$ cat src/rtl/uart_pkg.sv
// Shared UART definitions: parity codes, receiver FSM states and
// elaboration-time helpers for baud and bit counter sizing.
package uart_pkg;

    localparam int PAR_NONE = 0;
    localparam int PAR_ODD  = 1;
    localparam int PAR_EVEN = 2;

    typedef enum logic [2:0] {
        ST_IDLE   = 3'd0,
        ST_START  = 3'd1,
        ST_DATA   = 3'd2,
        ST_PARITY = 3'd3,
        ST_STOP   = 3'd4
    } rx_state_e;

    function automatic int calc_baud_max(input int clk_freq, input int baud_rate);
        return clk_freq / baud_rate;
    endfunction

    // Ceiling log2, never below 1 so counters always have at least one bit.
    function automatic int clog2_min1(input int value);
        int width;
        width = 1;
        while ((1 << width) < value) width++;
        return width;
    endfunction

endpackage

$ cat src/rtl/uart_rx_cfg_if.sv
// Received-word delivery bundle between the UART receiver and the
// write-FIFO side of its consumer.
interface uart_rx_cfg_if #(
    parameter int DATA_BITS = 8
) ();

    logic [DATA_BITS-1:0] po_data;
    logic                 po_flag;
    logic                 po_frame_err;
    logic                 po_parity_err;
    logic                 busy;

    modport master (output po_data, po_flag, po_frame_err, po_parity_err, busy);
    modport slave  (input  po_data, po_flag, po_frame_err, po_parity_err, busy);

endinterface

$ cat src/rtl/uart_rx_sync.sv
// Two-stage synchroniser for the asynchronous rx line plus a history stage
// for falling-edge detection. All stages reset to 1 (idle line).
module uart_rx_sync (
    input  logic sys_clk,
    input  logic sys_rst_n,
    input  logic rx,
    output logic rx_s,
    output logic rx_fall
);

    logic meta_q;
    logic sync_q;
    logic hist_q;

    always_ff @(posedge sys_clk or negedge sys_rst_n) begin
        if (!sys_rst_n) begin
            meta_q <= 1'b1;
            sync_q <= 1'b1;
            hist_q <= 1'b1;
        end else begin
            meta_q <= rx;
            sync_q <= meta_q;
            hist_q <= sync_q;
        end
    end

    assign rx_s    = sync_q;
    assign rx_fall = hist_q & ~sync_q;

endmodule

$ cat src/rtl/uart_rx_cfg.sv
// Configurable UART receiver: 3-tap majority sampling, optional parity,
// 1 or 2 stop bits, start-glitch rejection and a break guard after framing errors.
module uart_rx_cfg
    import uart_pkg::*;
#(
    parameter int CLK_FREQ  = 50_000_000,
    parameter int BAUD_RATE = 9600,
    parameter int BAUD_MAX  = calc_baud_max(CLK_FREQ, BAUD_RATE),
    parameter int BAUD_HALF = BAUD_MAX / 2,
    parameter int DATA_BITS = 8,
    parameter int PARITY    = PAR_NONE,
    parameter int STOP_BITS = 1
) (
    input  logic          sys_clk,
    input  logic          sys_rst_n,
    input  logic          rx,
    uart_rx_cfg_if.master rx_if
);

    localparam int CNT_W = clog2_min1(BAUD_MAX);
    localparam int BIT_W = clog2_min1(DATA_BITS);

    localparam logic [CNT_W-1:0] TAP_A     = CNT_W'(BAUD_HALF - 1);
    localparam logic [CNT_W-1:0] TAP_B     = CNT_W'(BAUD_HALF);
    localparam logic [CNT_W-1:0] TAP_C     = CNT_W'(BAUD_HALF + 1);
    localparam logic [CNT_W-1:0] CNT_LAST  = CNT_W'(BAUD_MAX - 1);
    localparam logic [BIT_W-1:0] DATA_LAST = BIT_W'(DATA_BITS - 1);
    localparam logic [BIT_W-1:0] STOP_LAST = BIT_W'(STOP_BITS - 1);

    logic rx_s;
    logic rx_fall;

    rx_state_e            state_q, state_d;
    logic [CNT_W-1:0]     baud_cnt_q, baud_cnt_d;
    logic [BIT_W-1:0]     bit_cnt_q, bit_cnt_d;
    logic                 tap_a_q, tap_a_d;
    logic                 tap_b_q, tap_b_d;
    logic [DATA_BITS-1:0] shift_q, shift_d;
    logic                 frame_err_q, frame_err_d;
    logic                 parity_err_q, parity_err_d;
    logic                 armed_q, armed_d;
    logic                 busy_q, busy_d;
    logic [DATA_BITS-1:0] po_data_q, po_data_d;
    logic                 po_flag_q, po_flag_d;
    logic                 po_frame_err_q, po_frame_err_d;
    logic                 po_parity_err_q, po_parity_err_d;

    logic at_resolve;
    logic at_wrap;
    logic maj;
    logic par_exp;
    logic final_err;

    uart_rx_sync u_sync (
        .sys_clk   (sys_clk),
        .sys_rst_n (sys_rst_n),
        .rx        (rx),
        .rx_s      (rx_s),
        .rx_fall   (rx_fall)
    );

    assign at_resolve = (baud_cnt_q == TAP_C);
    assign at_wrap    = (baud_cnt_q == CNT_LAST);
    assign maj        = (tap_a_q & tap_b_q) | (tap_a_q & rx_s) | (tap_b_q & rx_s);
    assign par_exp    = (PARITY == PAR_EVEN) ? ^shift_q : ~^shift_q;
    assign final_err  = frame_err_q | ~maj;

    always_ff @(posedge sys_clk or negedge sys_rst_n) begin
        if (!sys_rst_n) state_q <= ST_IDLE;
        else            state_q <= state_d;
    end

    always_comb begin
        state_d = state_q;
        case (state_q)
            ST_IDLE:   if (armed_q && rx_fall) state_d = ST_START;
            ST_START:  if (at_resolve && maj)  state_d = ST_IDLE;
                       else if (at_wrap)       state_d = ST_DATA;
            ST_DATA:   if (at_wrap && bit_cnt_q == DATA_LAST)
                           state_d = (PARITY != PAR_NONE) ? ST_PARITY : ST_STOP;
            ST_PARITY: if (at_wrap) state_d = ST_STOP;
            // Leave on the final stop-bit resolve so the next start edge is never missed.
            ST_STOP:   if (at_resolve && bit_cnt_q == STOP_LAST) state_d = ST_IDLE;
            default:   state_d = ST_IDLE;
        endcase
    end

    always_comb begin
        baud_cnt_d      = baud_cnt_q;
        bit_cnt_d       = bit_cnt_q;
        tap_a_d         = tap_a_q;
        tap_b_d         = tap_b_q;
        shift_d         = shift_q;
        frame_err_d     = frame_err_q;
        parity_err_d    = parity_err_q;
        armed_d         = armed_q;
        busy_d          = (state_d != ST_IDLE);
        po_data_d       = po_data_q;
        po_flag_d       = 1'b0;
        po_frame_err_d  = po_frame_err_q;
        po_parity_err_d = po_parity_err_q;

        if (state_q == ST_IDLE) begin
            bit_cnt_d = '0;
            if (armed_q) begin
                if (rx_fall) begin
                    baud_cnt_d   = '0;
                    frame_err_d  = 1'b0;
                    parity_err_d = 1'b0;
                end
            // Disarmed: demand one unbroken bit time of idle-high before re-arming.
            end else if (!rx_s) begin
                baud_cnt_d = '0;
            end else if (at_wrap) begin
                baud_cnt_d = '0;
                armed_d    = 1'b1;
            end else begin
                baud_cnt_d = baud_cnt_q + 1'b1;
            end
        end else begin
            baud_cnt_d = at_wrap ? '0 : baud_cnt_q + 1'b1;
            if (baud_cnt_q == TAP_A) tap_a_d = rx_s;
            if (baud_cnt_q == TAP_B) tap_b_d = rx_s;
            if (at_wrap) bit_cnt_d = (state_d != state_q) ? '0 : bit_cnt_q + 1'b1;
            if (state_d == ST_IDLE) baud_cnt_d = '0;

            if (at_resolve) begin
                case (state_q)
                    ST_DATA:   shift_d = {maj, shift_q[DATA_BITS-1:1]};
                    ST_PARITY: if (maj != par_exp) parity_err_d = 1'b1;
                    ST_STOP: begin
                        if (!maj) frame_err_d = 1'b1;
                        if (bit_cnt_q == STOP_LAST) begin
                            po_flag_d       = 1'b1;
                            po_data_d       = shift_q;
                            po_frame_err_d  = final_err;
                            po_parity_err_d = parity_err_q;
                            armed_d         = ~final_err;
                        end
                    end
                    default: ;
                endcase
            end
        end
    end

    always_ff @(posedge sys_clk or negedge sys_rst_n) begin
        if (!sys_rst_n) begin
            baud_cnt_q      <= '0;
            bit_cnt_q       <= '0;
            tap_a_q         <= 1'b1;
            tap_b_q         <= 1'b1;
            shift_q         <= '0;
            frame_err_q     <= 1'b0;
            parity_err_q    <= 1'b0;
            armed_q         <= 1'b0;
            busy_q          <= 1'b0;
            po_data_q       <= '0;
            po_flag_q       <= 1'b0;
            po_frame_err_q  <= 1'b0;
            po_parity_err_q <= 1'b0;
        end else begin
            baud_cnt_q      <= baud_cnt_d;
            bit_cnt_q       <= bit_cnt_d;
            tap_a_q         <= tap_a_d;
            tap_b_q         <= tap_b_d;
            shift_q         <= shift_d;
            frame_err_q     <= frame_err_d;
            parity_err_q    <= parity_err_d;
            armed_q         <= armed_d;
            busy_q          <= busy_d;
            po_data_q       <= po_data_d;
            po_flag_q       <= po_flag_d;
            po_frame_err_q  <= po_frame_err_d;
            po_parity_err_q <= po_parity_err_d;
        end
    end

    assign rx_if.po_data       = po_data_q;
    assign rx_if.po_flag       = po_flag_q;
    assign rx_if.po_frame_err  = po_frame_err_q;
    assign rx_if.po_parity_err = po_parity_err_q;
    assign rx_if.busy          = busy_q;

endmodule

$ cat src/flat_wrapper.sv
// flat-port wrapper written by rule: the top's interface ports become plain ports
module uart_rx_cfg_flat import uart_pkg::*;
#(
    parameter int CLK_FREQ  = 50_000_000,
    parameter int BAUD_RATE = 9600,
    parameter int BAUD_MAX  = calc_baud_max(CLK_FREQ, BAUD_RATE),
    parameter int BAUD_HALF = BAUD_MAX / 2,
    parameter int DATA_BITS = 8,
    parameter int PARITY    = PAR_NONE,
    parameter int STOP_BITS = 1
)
  (sys_clk, sys_rst_n, rx, rx_if_po_data, rx_if_po_flag, rx_if_po_frame_err, rx_if_po_parity_err, rx_if_busy);
  uart_rx_cfg_if #(.DATA_BITS(DATA_BITS)) rx_if_i ();
  input  logic sys_clk;
  input  logic sys_rst_n;
  input  logic rx;
  output wire logic [$bits(rx_if_i.po_data)-1:0] rx_if_po_data;
  output wire logic [$bits(rx_if_i.po_flag)-1:0] rx_if_po_flag;
  output wire logic [$bits(rx_if_i.po_frame_err)-1:0] rx_if_po_frame_err;
  output wire logic [$bits(rx_if_i.po_parity_err)-1:0] rx_if_po_parity_err;
  output wire logic [$bits(rx_if_i.busy)-1:0] rx_if_busy;
  assign rx_if_po_data = rx_if_i.po_data;
  assign rx_if_po_flag = rx_if_i.po_flag;
  assign rx_if_po_frame_err = rx_if_i.po_frame_err;
  assign rx_if_po_parity_err = rx_if_i.po_parity_err;
  assign rx_if_busy = rx_if_i.busy;
  uart_rx_cfg #(.CLK_FREQ(CLK_FREQ), .BAUD_RATE(BAUD_RATE), .BAUD_MAX(BAUD_MAX), .BAUD_HALF(BAUD_HALF), .DATA_BITS(DATA_BITS), .PARITY(PARITY), .STOP_BITS(STOP_BITS)) u_core (.sys_clk(sys_clk), .sys_rst_n(sys_rst_n), .rx(rx), .rx_if(rx_if_i));
endmodule
$ cat config.mk
export PLATFORM = sky130hd
export DESIGN_NAME = uart_rx_cfg_flat
export DESIGN_NICKNAME = d
export VERILOG_FILES = /design/src/rtl/uart_pkg.sv /design/src/rtl/uart_rx_cfg_if.sv /design/src/rtl/uart_rx_sync.sv /design/src/rtl/uart_rx_cfg.sv /design/src/flat_wrapper.sv
export SDC_FILE = /design/constraint.sdc
export NUM_CORES = 1
export LEC_CHECK = 0
export CORE_AREA = 2 2 62 76
export DETAILED_ROUTE_END_ITERATION = 16
export DIE_AREA = 0 0 64 78
export GPL_TIMING_DRIVEN = 1
export PLACE_DENSITY = 0.77
export SLEW_MARGIN = 10
export SYNTH_ARGS = -nofsm -noshare
export SYNTH_HDL_FRONTEND = slang
export SYNTH_SLANG_ARGS = --single-unit
$ cat constraint.sdc
create_clock -name sys_clk -period 2.9 [get_ports sys_clk]
set_clock_uncertainty 0.1 [all_clocks]
set_input_delay 0.435 -clock sys_clk [delete_from_list [all_inputs] [get_ports sys_clk]]
set_output_delay 0.435 -clock sys_clk [all_outputs]
set_load 0.01 [all_outputs]
; After elaboration in Yosys (flattened, before gate mapping)
; Index checks and enable logic that the tools add are counted.
[op_classes]
n_addsub = 2
n_mul = 0
div_mod_pow = 0
order_cmp = 0
n_eq_ne = 15
shifts = 0
n_mux = 37
n_bitwise = 11
n_reduce_logical = 22
[op_table]
columns = cell, n
row1 = two-way mux 13 bit, 6
row2 = == test 13 x 12 -> 1 bit (second input constant), 3
row3 = two-way mux 3 bit, 9
row4 = two-way mux 1 bit, 21
row5 = one-hot mux 3 bit (5 select lines), 1
row6 = adder 13 x 1 -> 13 bit (second input constant), 1
row7 = == test 13 bit (second input constant), 1
row8 = nonzero test 2 bit, 6
row9 = AND reduction 5 bit, 2
row10 = zero test 3 bit, 3
row11 = XNOR reduction 8 bit, 1
row12 = == test 3 x 2 -> 1 bit (second input constant), 2
row13 = == test 3 bit (second input constant), 2
row14 = AND reduction 3 bit, 2
row15 = AND 1 bit, 4
row16 = logical AND 1 bit, 4
row17 = inequality test 2 x 1 -> 1 bit (second input constant), 2
row18 = inverter 1 bit, 4
row19 = AND reduction 2 bit, 2
row20 = AND reduction 4 bit, 1
row21 = adder 3 x 1 -> 3 bit (second input constant), 1
row22 = == test 3 x 1 -> 1 bit (second input constant), 1
row23 = inequality test 3 x 2 -> 1 bit (second input constant), 1
row24 = inequality test 3 bit, 1
row25 = other kinds (4), 6
[totals]
ff_bits = 47
latchBits = 0
ram_bits = 0
mem_bits_ro = 0
in_bits = 3
out_inout_bits = 12
word_cells = 104
memories = 0

; Depth between registers and ports, before layout
[depth]
depth_word = 10
mapped_depth = 10
ltp_nobuf = 8

; Cells and area by module
; From an unflattened synthesis, not the netlist that was laid out.
[unflattened]
hier_cells = 213
hier_area_um2 = 2428.6
[by_module_without_submodules]
columns = module, n_inst, cells_per_inst, area_each_um2
row1 = uart_rx_cfg, 1, 209, 2336.0
row2 = uart_rx_sync, 1, 4, 92.6

; Worst setup path after synthesis
; Ideal clock, no wire load.
[synth_path]
kind = flip-flop to flip-flop
from = reg u_core.baud_cnt_q[4]
to = reg u_core.baud_cnt_q[9]
setup_ps = 121
t_arrival_ps = 1864
required_ps = 2679
slack_ps = 815
path_stages_with_launch = 8
n_path_buf = 1
synth_period_minus_slack_ps = 2085
cell_sequence = dfrtp_1 -> nor4_4 -> nand4_4 -> o311ai_4 -> a21oi_2 -> buf_6 -> a21o_1 -> a22o_1
[synth_via]
elab_chain_cells = 7
elab_cells_between_ends = 18
[synth_lines]
columns = item, line_no
row1 = "start, declared", uart_rx_cfg.sv:34  ; logic [CNT_W-1:0] baud_cnt_q, baud_cnt_d;
row2 = "start signal, assigned", uart_rx_cfg.sv:163  ; baud_cnt_q <= baud_cnt_d;
row3 = branches (longest 6 deep; another with adder 13 x 1 -> 13 bit), -
row4 = two-way mux 13 bit (*), uart_rx_cfg.sv:103  ; if (state_q == ST_IDLE) begin
; Every way passes the cells marked *.
; A chain may end at the register's enable or synchronous reset.

; Worst setup path after layout
[layout_path]
from = reg u_core.baud_cnt_q[1]
to = reg u_core.baud_cnt_q[8]
; The elaborated chain is that of the path after synthesis.

==> results_dict.tcl <==
set metrics [dict create \
    clk_pin_slew_ns 0.09 \
    dieHeight_um 78 \
    synth_seq_area_share_pct 48.9 \
    vias 1654 \
    vdd_drop_max_mv 0.437 \
    place.gp.congestion 0.875 \
    grt_max_degree 48 \
    drv_cap 0 \
    power_density_mw_per_mm2 468 \
    place_inst 281 \
    die_area_sq_mm 0.00499 \
    drc_errors 0 \
    finalSetupViolCount 0 \
    tightest_slew_ns 0.981 \
    postRouteAntennaNets 0 \
    first_pass_iters 4 \
    cts_sinks 47 \
    core_sq_mm 0.00420 \
    startpoint_type "flip-flop" \
    fmax_mhz 408 \
    cp_max_fo 21 \
    grt_first_pass_wirelength_um 7390 \
    grt.overflow.total 0 \
    ys_top_cells_by_count "42 x dfrtp_1, 21 x mux2_2, 15 x nand2_1, 14 x nor2_1, 12 x inv_1" \
    leakagePower_uw 0.00122 \
    synth-edff-count 0 \
    io_buffers 14 \
    ys_ff_latch 47 \
    synthCells 218 \
    relSlewSlack_pct 34.6 \
    ff2ff_path_depth 8 \
    cp_data_arrival_time_ns 2.58 \
    yosysMostFrequentCell "dfrtp_1" \
    start_util_pct 57.6 \
    preCtsSetupSlack_ns 0.484 \
    cts_hold_buf 0 \
    routed_wl_um 4230 \
    fin_cells 289 \
    nNetsFinal 241 \
    cts_buffers 5 \
    worst_slack_ns 0.448 \
    synth_cell_types 45 \
    avgSynthCellArea_sq_um 11.1 \
    setup_tns_ns 0 \
    r2r_end "u_core.baud_cnt_q[8]$_DFFE_PN0P_" \
    crit_path_end_kind "flip-flop" \
    cts_tree "yes" \
    drive_gt1_share_pct 19.7 \
    antenna_found_initial 0 \
    yosysWarnings 0 \
    crit_required_ns 3.03 \
    regToRegSetupSlack_ns 0.45 \
    yosysTopAreaCell "dfrtp_1" \
    dp_hpwl_um 3070 \
    cts.path.max_buffers 2 \
    wl_per_cell_um 14.7 \
    slew_viol_final 0 \
    ioPinCount 15 \
    status "finished clean" \
    vias_per_cell 5.72 \
    cts-root-buf "clkbuf_8" \
    fin_crit_sh_pct 84.5 \
    regToRegStartpoint "u_core.baud_cnt_q[1]$_DFFE_PN0P_" \
    num_rows 26 \
    startpoint "u_core.baud_cnt_q[1]$_DFFE_PN0P_" \
    grt_pass1_vias 1679 \
    syn_nets 227 \
    async_reset_ff_share_pct 100 \
    period_minus_slack_ns 2.45 \
    fp.dieW_um 64 \
    cts_resized 0 \
    yosys-top-cells-area "dfrtp_1 44%, mux2_2 9.8%, dfstp_2 5.4%" \
    area_growth_pct 12.3 \
    hold_class "in -> async" \
    path_class "reg -> reg" \
    grt_use_total_pct 19.0 \
    clock_latency_ns 0.30 \
    rsz0062_at_grt "no" \
    post-cts-setup-buffer-count 0 \
    hold_viol_final 0 \
    synth_flop_cell "dfrtp_1" \
    synth_area_sq_mm 0.00242 \
    synth_top_area_share_pct 43.5 \
    drt_iter0_markers 68 \
    num_antenna_cells 0 \
    htree_levels 2 \
]
==> power by group <==
part / switching [uW] / internal, uW / total [uW]
Combinational: 24.8 / 11.0 / 35.8
Clock: 221 / 344 / 565
Sequential: 5.97 / 662 / 668
Total: 252 / 1020 / 1270
==> per-stage QoR <==
| stage | area [sq um] | total power (uW) | hold WS [ns] | util, % |
|---|---|---|---|---|
| finish | 2710 | 1270 | 0.188 | 64.6 |
| global route | 2710 | 1320 | 0.263 | 64.6 |
| CTS | 2710 | 1290 | 0.229 | 64.6 |
| detailed placement | 2580 | 718 | 0.250 | 61.4 |
| global placement | 2580 | 717 | 0.248 | 61.4 |
| floorplan | 2420 | 700 | 0.0394 | - |
==> final cells by class <==
| cell class | count | area (sq um) |
|---|---|---|
| well taps | 56 | 70.1 |
| repair buffers | 14 | 135 |
| fillers | 318 | 1480 |
| clock inverters | 3 | 67.6 |
| flip-flops and latches | 47 | 1180 |
| multi-input cells | 152 | 1140 |
| inverters | 12 | 45.0 |
| clock buffers | 5 | 68.8 |
==> how the worst max path moves through the flow <==
stage / endpoint / slack, ns / depth (start not counted)
floorplan: u_core.baud_cnt_q[9]$_DFFE_PN0P_ / 0.81 / 7
global route: u_core.baud_cnt_q[10]$_DFFE_PN0P_ / 0.27 / 8
CTS: u_core.baud_cnt_q[8]$_DFFE_PN0P_ / 0.47 / 8
global placement: u_core.baud_cnt_q[8]$_DFFE_PN0P_ / 0.56 / 8
detailed placement: u_core.baud_cnt_q[8]$_DFFE_PN0P_ / 0.48 / 8
finish: u_core.baud_cnt_q[8]$_DFFE_PN0P_ / 0.45 / 8
==> logic make-up (layout without fill, tap and decap cells) <==
kind of cell / after synthesis / after routing / synth area share [%]
DFF: 47 / 47 / 48.9
and+or+nand+nor: 72 / 72 / 17.7
buffers and inverters: 19 / 34 / 3.73
muxes: 23 / 23 / 10.6
AOI/OAI and AO/OA: 42 / 42 / 12.6
adders and majority gates: 7 / 7 / 3.52
xor gates and xnor gates: 8 / 8 / 2.90
==> flip-flops by register name, indices dropped and copies added, names as in the netlist <==
signal                      count
u_core.rx_if.po_parity_err      1
u_core.rx_if.busy               1
u_core.armed_q                  1
u_core.parity_err_q             1
u_core.u_sync.rx_s              1
u_core.rx_if.po_frame_err       1
u_core.frame_err_q              1
u_core.rx_if.po_flag            1
u_core.rx_if.po_data            8
u_core.state_q                  3
u_core.u_sync.hist_q            1
u_core.tap_a_q                  1
u_core.bit_cnt_q                3
u_core.baud_cnt_q              13
u_core.u_sync.meta_q            1
u_core.tap_b_q                  1
u_core.shift_q                  8
==> metal layers <==
layer | wire (um) | GRT usage [%] | vias up | share of wire [%]
met5 | 0 | 0 | - | 0
met4 | 46 | 5.87 | 0 | 1.1
met3 | 146 | 4.78 | 6 | 3.4
met2 | 2110 | 32.9 | 33 | 50
met1 | 1930 | 23.0 | 806 | 46
li1 | - | - | 809 | -
==> cells in the final DEF, fill, tap and decap left out, types with 4 or more instances in the layout <==
cell / netlist / routed
nand3_1: 9 / 9
mux2_2: 21 / 21
ha_1: 6 / 6
nor2_1: 14 / 14
nand2_1: 15 / 15
a21oi_1: 5 / 5
nor3_1: 7 / 7
clkbuf_8: 0 / 5
nor4b_1: 4 / 4
dfrtp_1: 42 / 42
inv_1: 12 / 12
a21o_1: 5 / 5
xnor2_1: 8 / 8
clkdlybuf4s50_1: 0 / 13
a22o_1: 8 / 8
dfstp_2: 5 / 5
o21ai_0: 8 / 8
==> worst max-delay path, cell delays in order, from the launching register on <==
cell and delay, ns:
dfrtp_1 0.40, inv_1 0.09, ha_1 0.17, and3_1 0.22, nand4_4 0.15, o311ai_4 0.12, a21oi_2 0.68, or2b_1 0.28
a31oi_1 0.15
Note: power is estimated with default switching activity, not from simulation.
